`config.mk`:
```
export PLATFORM = sky130hd
export DESIGN_NAME = ustate_sequencer
export DESIGN_NICKNAME = d
export VERILOG_FILES = /design/src/rtl/ustate_sequencer.sv
export SDC_FILE = /design/constraint.sdc
export NUM_CORES = 1
export LEC_CHECK = 0
export CORE_UTILIZATION = 40
export CTS_CLUSTER_DIAMETER = 30
export DETAILED_ROUTE_END_ITERATION = 8
export PLACE_DENSITY = 0.65
export SYNTH_ARGS = -nofsm -noshare
export SYNTH_HDL_FRONTEND = slang
export SYNTH_SLANG_ARGS = --single-unit
export TNS_END_PERCENT = 100
```
`constraint.sdc`:
```
create_clock -name clk -period 3.67 [get_ports clk]
set_input_delay 0.734 -clock clk [delete_from_list [all_inputs] [get_ports clk]]
set_output_delay 0.734 -clock clk [all_outputs]
set_load 0.02 [all_outputs]
```
`src/rtl/ustate_sequencer.sv`:
```
// ustate_sequencer: microprogrammed sequencer with writable control store, memory wait and halt
module ustate_sequencer #(
    parameter int CS_DEPTH = 32
) (
    input  logic        clk,
    input  logic        reset_n,
    input  logic [4:0]  nextst,
    output logic [1:0]  nssel,
    output logic [4:0]  dbin,
    output logic [6:0]  ctrl,
    output logic [4:0]  state,
    output logic        mem_req,
    input  logic        mem_rdy,
    output logic        halted,
    input  logic        run,
    input  logic        cs_we,
    input  logic [4:0]  cs_waddr,
    input  logic [15:0] cs_wdata
);
    typedef enum logic [1:0] {RUN, WAIT, HALT} fsm_t;
    fsm_t        fsm;
    logic [15:0] cs [CS_DEPTH];
    logic [15:0] uir;
    logic [15:0] fetch;
    logic        advance;
    assign nssel = uir[15:14];
    assign dbin  = uir[13:9];
    assign ctrl  = uir[6:0];
    // a write landing on the word being fetched is forwarded into uir
    assign fetch = (cs_we && cs_waddr == nextst) ? cs_wdata : cs[nextst];
    assign advance = (fsm == RUN  && !uir[8] && !uir[7]) ||
                     (fsm == WAIT && mem_rdy && !uir[7]) ||
                     (fsm == HALT && run);
    always_ff @(posedge clk or negedge reset_n)
        if (!reset_n)
            for (int i = 0; i < CS_DEPTH; i++) cs[i] <= '0;
        else if (cs_we)
            cs[cs_waddr] <= cs_wdata;
    always_ff @(posedge clk or negedge reset_n)
        if (!reset_n) begin
            state <= '0;
            uir   <= '0;
        end else if (advance) begin
            state <= nextst;
            uir   <= fetch;
        end
    always_ff @(posedge clk or negedge reset_n)
        if (!reset_n) begin
            fsm     <= RUN;
            mem_req <= 1'b0;
            halted  <= 1'b0;
        end else begin
            case (fsm)
                RUN: begin
                    fsm     <= uir[8] ? WAIT : uir[7] ? HALT : RUN;
                    mem_req <= uir[8];
                    halted  <= !uir[8] && uir[7];
                end
                WAIT: if (mem_rdy) begin
                    fsm     <= uir[7] ? HALT : RUN;
                    mem_req <= 1'b0;
                    halted  <= uir[7];
                end
                HALT: if (run) begin
                    fsm    <= RUN;
                    halted <= 1'b0;
                end
                default: begin
                    fsm     <= RUN;
                    mem_req <= 1'b0;
                    halted  <= 1'b0;
                end
            endcase
        end
endmodule

```
## Yosys cells after proc, flatten, opt, wreduce, memory -nomap -nowiden

Cells that the tools add are included.

| word-level totals | value |
|---|---|
| output and inout port bits | 21 |
| input port bits | 31 |
| word-level logic and storage cells | 80 |
| flip-flop bits (word level) | 537 |

| cells by class | value |
|---|---|
| reduce and logical (&&, ||, !) cells | 15 |
| order comparisons | 3 |
| bitwise operators | 3 |
| equality and inequality tests | 5 |
| mux-type cells | 17 |

Operators by type and width:

| cell | count |
|---|---|
| $bwmux W512 | 1 |
| $bmux W16 S5 | 1 |
| $demux W16 S5 | 1 |
| $mux W16 | 4 |
| $ge A6 B6 Y1 const B | 2 |
| $not A5 Y6 | 2 |
| $logic_and A1 B1 Y1 | 8 |
| $mux W2 | 4 |
| $lt A6 B1 Y1 const B | 1 |
| $pmux W1 S3 | 2 |
| $pmux W2 S3 | 1 |
| $eq A5 B5 Y1 | 1 |
| $ne A2 B2 Y1 const B | 2 |
| $reduce_and A2 Y1 | 2 |
| $mux W1 | 3 |
| $eq A2 B1 Y1 const B | 1 |
| $eq A2 B2 Y1 const B | 1 |
| $logic_not A1 Y1 | 2 |
| $logic_not A2 Y1 | 1 |
| $logic_or A1 B1 Y1 | 2 |
| $not A1 Y1 | 1 |

## Logic depth before layout (Yosys ltp)

Gate-level depths: netlist of run 1.

| depth | value |
|---|---|
| depth in word-level cells | 6 |
| gate-level depth with buffers | 9 |
| mapped depth without buffers | 5 |

## Least setup slack after synthesis of run 1

OpenSTA, ideal clock, no wires.

| path | value |
|---|---|
| kind | input-to-reg |
| start point | input cs_waddr[3] |
| end point | register cs[133] (netlist bit) |
| required time | 3,545 ps |
| stages on the path | 5 |
| setup time | 125 ps |
| buffers on the path | 2 |
| arrival time | 2,182 ps |
| setup slack | 1,364 ps |
| cell sequence | buf_2 -> nand3b_1 -> nor2_1 -> buf_2 -> mux2_2 |

| between the ends | value |
|---|---|
| longest elaborated chain between the ends | 6 |
| elaborated cells between the ends (all ways) | 7 |
| classes of those cells | 2 x order compare; 3 x mux; 1 x bitwise; 1 x reduce/logical |

Ends and longest elaborated chain:

| item | line | text |
|---|---|---|
| start: declaration | 17 | `input logic [4:0] cs_waddr,` |
| $not A5 Y6 (not written as such) * | 38 | `cs[cs_waddr] <= cs_wdata;` |
| $ge A6 B6 Y1 (not written as such) or $lt A6 B1 Y1 (tied branches) | 38 |  |
| $logic_and A1 B1 Y1 (not written as such) | 38 |  |
| $mux W16 (not written as such) | 38 |  |
| $demux W16 S5 * | 38 |  |
| $bwmux W512 * | 38 |  |
| end signal: indexed assignment | 38 |  |
| end: declaration | 22 | `logic [15:0] cs [CS_DEPTH];` |

Every way passes the cells marked *; elsewhere a longest branch is shown, timed or not.
A chain may end at the register's enable or synchronous reset.

## Worst setup path in the final report of run 1

| path | value |
|---|---|
| start point | register halted |
| end point | output halted |

RTL lines:

| item | line | text |
|---|---|---|
| start: declaration | 14 | `output logic halted,` |
| start signal: assignment | 57 | `halted <= !uir[8] && uir[7];` |
| start signal: assignment | 62 | `halted <= uir[7];` |

No word-level cell between the ends.

==> impl_results.md, run 1 <==
- Clk_lat worst skew: 0.67 ns
- Final Skew: about 0.030 ns
- Clock network power share: 49.4%
- Final Util: 49.89%
- Sw frac: around a quarter
- Synth top cells by count: dfrtp_1, mux2_2, mux2i_1
- Clock slew seen by the registers of the worst setup and hold paths: 0.04 ns
- Pre-Repair DR Iteration Count: 7
- Final #Nets: 1912
- Measured slew at the worst slew-check pin: 1.355 ns
- CTS tree: yes
- Worst setup path category: flip-flop to output pin
- Ys async rst share: 100.0%
- Final Setup Violations: 0
- Final wirelength: between 60000 and 70000 um
- Port Buf Inserts: just over 50
- CP Capture Type: output pin
- Tmin final: 2.509 ns
- CTS max path bufs: 3
- Starting Density: around 41%
- Total GRT Usage: 20.71%
- Sink Count: 536
- Combinational Power Share: 14.7%
- Diodes inserted: 0
- Most used DFF post-synth: dfrtp_1
- Slowest cell delay on critical path: 0.66 ns
- Vias in the first global route: 16930
- IO Pins: 52
- P&R area growth vs syn: 22.35%
- Worst setup SP type: flip-flop
- Final Cell Area: slightly above 30000 um2
- Flop and latch count out of synthesis: 536
- FF-to-FF Start: halted$_DFFE_PN0P_
- Die area: 62980 um2
- Min-delay worst type: input port to async pin
- Cell Chain, Critical Path: clkdlybuf4s50_1
- Period utilization: 68.38%
- # resized after CTS: 0
- Worst reg2reg path depth: 5
- DP Worst Slack: 0.5813 ns
- Top-count cell post-synth: dfrtp_1
- Slowest-stage cell, CP: clkdlybuf4s50_1
- Crit-path max FO: 9
- Dpl cells: 2550
- Synth unique cells: 50
- R2r endpoint: uir[15]$_DFFE_PN0P_
- Largest cells by area after synthesis: dfrtp_1, mux2_2, mux4_2
- Worst EP arrival: 1.78 ns
- Post-Syn Area: 24790 um2
- Synth warnings: 0
- Starting DRT DRC Count: 888
- Largest net degree at the start of global routing: 98
- WL per Instance: 22.91 um
- Worst rel slew slack: roughly a tenth
- DP HPWL: 39400 um
- Initial antenna violation count: 3
- Placer Congestion: 0.8497
- Syn Inst Count: 1797
- First-pass GRT wire length: between 100000 and 150000 um
- Layout Cells excl Fill: 2756
- Sequential area share after synthesis: 54.10%
- Post-synthesis area per instance: 13.80 um2
- Syn_nets: 1828
- RSZ-0062 raised after global routing: false
- Cell taking the most area after synthesis: dfrtp_1
- EDFF count, synth: 0
- Power Dens Cells: 720.1 nW/um2
- Fin Setup TNS: 0 ns
- Hold Fails Final Rpt: 0
- Max VDD drop: about 0.45 mV
- Drt drc: 0
- Final antenna-violating net count: 0
- Switching Power: 5.560 mW
- Via count: approximately 15000
- DR vias/cell: ~5.6
- Post-CTS Setup Bufs: 0
- Max Freq: 398.5 MHz
- Die width: 251.0 um
- H-tree Lvls: 3
- Status: completed
- Final Max Slew Viols: 0
- Die H: 251.0 um
- Setup slack, reg-to-reg: 1.20 ns
- Synth top area share: ~54%
- Root buf cell: clkbuf_16
- Worst path top cell family by delay: buffers and inverters
- Post-route setup slack: ~1.2 ns
- Worst Path Required: 2.94 ns
- Core Box Area: 60810 um2
- Fillers: 5153
- Overflow after GRT: 0
- Placement row count: 90
- Max-cap violations: 0
- Pint: 16.28 mW
- Leakage: 13.68 nW
- CP bufs+invs: 1
- Ratio of cells with drive above 1 in the final layout: between 40% and 50%
- Sequential Power Share: around 36%
- TritonCTS Buffers: 111
- CTS Hold Bufs: 0
- DP Area: around 26000 um2
-- layer usage --
metal	track usage [%]	up-vias	share of wire (%)	wire length, um
met1	28.33	8226	46	29050
met3	4.183	107	4.6	2881
li1	-	6761	-	-
met2	33.40	336	47	29970
met5	0	-	0.052	33
met4	5.854	6	1.9	1208
-- sequential cells by signal, summed over array words and instances (netlist names) --
name     count
uir         16
fsm          1
state        5
mem_req      1
cs         512
halted       1
-- layout by cell type, fill, tap and decap left out, types with 3 or more instances in the layout --
| cell | count |
|---|---|
| a211oi_1 | 15 |
| nand3b_1 | 5 |
| a311oi_1 | 12 |
| dfrtp_1 | 536 |
| a221oi_2 | 3 |
| buf_12 | 14 |
| o21ai_1 | 5 |
| clkbuf_8 | 14 |
| clkbuf_1 | 8 |
| clkinv_2 | 27 |
| o21ai_0 | 56 |
| nor2b_1 | 17 |
| nand3_1 | 3 |
| a21oi_1 | 15 |
| nor3b_2 | 4 |
| a22oi_1 | 39 |
| o22ai_1 | 26 |
| mux4_2 | 52 |
| nand2_1 | 107 |
| clkinv_4 | 7 |
| a221oi_1 | 12 |
| clkinvlp_4 | 8 |
| nor2_4 | 7 |
| bufinv_16 | 23 |
| or4_1 | 3 |
| mux2_1 | 11 |
| mux2i_1 | 115 |
| o2111ai_1 | 12 |
| buf_4 | 69 |
| nand2b_1 | 6 |
| and2_1 | 3 |
| nor2_2 | 5 |
| inv_6 | 3 |
| mux2_2 | 504 |
| clkbuf_16 | 111 |
| clkdlybuf4s50_1 | 46 |
| xor2_1 | 4 |
| inv_1 | 4 |
| nor2_1 | 38 |
-- worst max path at each step --
stage	start	cells past startpoint	slack, ns	to
finish	halted$_DFFE_PN0P_	1	1.16	halted
global route	halted$_DFFE_PN0P_	1	1.08	halted
CTS	halted$_DFFE_PN0P_	1	1.14	halted
detailed placement	cs_we	4	0.58	cs[177]$_DFFE_PN0P_
global placement	cs_waddr[4]	4	0.62	cs[249]$_DFFE_PN0P_
floorplan	cs_waddr[3]	5	1.36	cs[133]$_DFFE_PN0P_
-- final cells by class --
class | instances | area (um2) | share of cell area (%)
clock inverters | 74 | 1106 | 3.646
inverters | 4 | 15.01 | 0.04949
multi-input cells | 1096 | 10540 | 34.76
clock buffers | 132 | 2987 | 9.845
flip-flops and latches | 536 | 13410 | 44.22
well taps | 782 | 978.4 | 3.225
repair buffers | 132 | 1292 | 4.261
-- per-stage QoR --
stage	power, mW	hold slack, ns
after floorplan	10.04	0.4384
final	21.84	0.1561
after global routing	22.76	0.1999
after detailed placement	11.13	0.4654
after global placement	10.94	0.4508
after CTS	22.02	0.1908
-- power by group through the flow --
stage / clock network [mW] / registers (mW) / logic [mW]
3_5_place_dp: 0 / 7.90 / 3.22
5_1_grt: 11.3 / 8.00 / 3.50
6_report: 10.8 / 7.84 / 3.22
2_1_floorplan: 0 / 7.68 / 2.36
4_1_cts: 10.9 / 7.83 / 3.25
3_3_place_gp: 0 / 7.83 / 3.12
-- logic make-up after synthesis --
| kind of cell | share of synthesized area (%) |
|---|---|
| AND/OR/NAND/NOR | 4.128 |
| buffers and inverters | 3.416 |
| AO/OA/AOI/OAI | 5.425 |
| flip-flops | 54.10 |
| XOR/XNOR | 0.1766 |
| multiplexers | 32.76 |
Note: power is estimated with default switching activity, not from simulation.
==> inputs of run 2 (changes only) <==
Clock period 3.67 ns to 2.5 ns, I/O delays scaled along.
==> impl_results.md, run 2 (synthesis results as in run 1) <==
- Status: completed
- CP bufs+invs: 1 (unchanged)
- Hold Fails Final Rpt: 0 (unchanged)
- Fin Setup TNS: 0 ns (unchanged)
- Final Setup Violations: 0 (unchanged)
- Period utilization: ~92%
- Worst path top cell family by delay: buffers and inverters
- Worst setup path category: flip-flop to output pin
- Slowest cell delay on critical path: 0.66 ns (about the same)
- Pre-Repair DR Iteration Count: 4 (-3)
- DP HPWL: 41420 um (+5.1%)
- Worst reg2reg path depth: 8 (+3)
- Total GRT Usage: 20.92% (+0.21 points)
- Fillers: 5104 (-0.95%)
- H-tree Lvls: 3 (unchanged)
- # resized after CTS: 0 (unchanged)
- Placement row count: 90 (unchanged)
- Port Buf Inserts: 51 (unchanged)
- CTS max path bufs: 3 (unchanged)
- Total power: 30.98 mW (+42%)
- Final antenna-violating net count: 0 (unchanged)
- Min-delay worst type: input port to flip-flop
- Diodes inserted: 0 (unchanged)
- Critical path depth: 1 (unchanged)
- Post-CTS Setup Bufs: 0 (unchanged)
- Hold Path Origin: nextst[0]
- Ratio of cells with drive above 1 in the final layout: 44.97% (+1.2 points)
- Final Skew: 0.02890 ns (-0.001397 ns)
- Most common cell after layout, fill and taps aside: dfrtp_1
- R2r endpoint: uir[13]$_DFFE_PN0P_
- Worst hold path cell count: 3
- Vias in the first global route: 16780 (-0.92%)
- WL per Instance: 22.63 um (-1.2%)
- Worst Path Required: 2.00 ns (-0.94 ns)
- Sink Count: 536 (unchanged)
- Setup slack, reg-to-reg: 0.45 ns (-0.75 ns)
- RSZ-0062 raised after global routing: false
- DP Worst Slack: -0.09412 ns (-0.6754 ns)
- Worst setup SP type: flip-flop
- Die area: 62980 um2 (unchanged)
- Final wirelength: 63800 um (+1.0%)
- Via count: 15630 (+1.2%)
- Largest net degree at the start of global routing: 72 (-27%)
- Final Max Slew Viols: 0 (unchanged)
- Leakage: 13.91 nW (+1.7%)
- Starting DRT DRC Count: 1010 (+14%)
- First-pass GRT wire length: 101100 um (+0.43%)
- CP Capture Type: output pin
- Largest register by flop count: cs
- Placer Congestion: 0.9139 (+7.6%)
- Hold slack final: 0.2176 ns (+0.06142 ns)
- Post-route setup slack: 0.1979 ns (-0.9627 ns)
- TritonCTS Buffers: 109 (-1.8%)
- Top Registers: cs: 512 flops, uir: 16 flops, state: 5 flops
- IO Pins: 52 (unchanged)
- Clock slew seen by the registers of the worst setup and hold paths: 0.05 ns (about the same)
- FF-to-FF Start: halted$_DFFE_PN0P_
- Max Freq: approximately 430 MHz
- Slowest-stage cell, CP: clkdlybuf4s50_1
- Worst hold endpoint: state[0]$_DFFE_PN0P_
- Die width: 251.0 um (unchanged)
- Drt drc: 0 (unchanged)
- P&R area growth vs syn: 24.25%
- Starting Density: 40.77% (unchanged)
- Initial antenna violation count: 2 (-1)
- Commonest cells after routing, fill and taps aside: dfrtp_1, mux2_2, mux2i_1
- DR vias/cell: 5.544 (-1.0%)
- Power Dens Cells: 1006 nW/um2 (+40%)
- Measured slew at the worst slew-check pin: 1.011 ns (-0.3444 ns)
- Die H: 251.0 um (unchanged)
- Root buf cell: clkbuf_16
- Max VDD drop: 0.4840 mV (+7.9%)
- Worst EP arrival: 1.80 ns (+0.02 ns)
- Max-cap violations: 0 (unchanged)
- Crit-path max FO: 9 (unchanged)
- Max FFs per register: 512 (unchanged)
- Worst rel slew slack: 32.48% (+23 points)
- Clk_lat worst skew: 0.64 ns (-0.03 ns)
- Tmin final: 2.302 ns
- Core Box Area: 60810 um2 (unchanged)
- Overflow after GRT: 0 (unchanged)
- Final #Nets: 1979 (+3.5%)
- CTS tree: yes
- Cell Chain, Critical Path: clkdlybuf4s50_1
==> run 2: layout make-up <==
class | count | area, um2 | share of cell area [%]
clock buffers | 149 | 3109 | 10.09
clock inverters | 51 | 634.4 | 2.059
inverters | 4 | 15.01 | 0.04874
multi-input cells | 1096 | 10540 | 34.23
flip-flops and latches | 536 | 13410 | 43.54
well taps | 782 | 978.4 | 3.176
repair buffers | 201 | 2113 | 6.860
==> run 2: how the worst max path moves through the flow <==
stage	slack, ns	end	from
3_5_place_dp	-0.09	uir[12]$_DFFE_PN0P_	nextst[0]
3_3_place_gp	-0.13	uir[12]$_DFFE_PN0P_	nextst[0]
4_1_cts	0.18	halted	halted$_DFFE_PN0P_
6_report	0.20	halted	halted$_DFFE_PN0P_
5_1_grt	0.12	halted	halted$_DFFE_PN0P_
2_1_floorplan	0.43	cs[133]$_DFFE_PN0P_	cs_waddr[3]
==> run 2: layer usage <==
layer	routed length, um	up-vias	global-route usage (%)
met5	20	-	0
met4	1196	4	5.627
met3	3565	95	4.753
met2	30070	380	32.99
met1	28940	8230	29.04
li1	-	6919	-
==> run 2: repair_timing <==
action                                  4_1_cts  5_1_grt
endpoints found under the setup margin        0        0
hold buffers                                  1        0
hold endpoints to repair                     44        0
==> run 2: where the power goes <==
| part | switching, mW | internal (mW) | total, mW |
|---|---|---|---|
| Combinational | 2.35 | 2.73 | 5.08 |
| Clock | 4.57 | 9.85 | 14.4 |
| Sequential | 0.983 | 10.5 | 11.5 |
==> run 2: through the flow <==
step                      utilization (%)  cells  cell area [um2]
after floorplan                         -   1797            24790
after global placement              44.49   2618            27050
after detailed placement            44.49   2618            27050
after CTS                           50.66   2819            30810
after global routing                50.66   2819            30810
final                               50.66   2819            30810
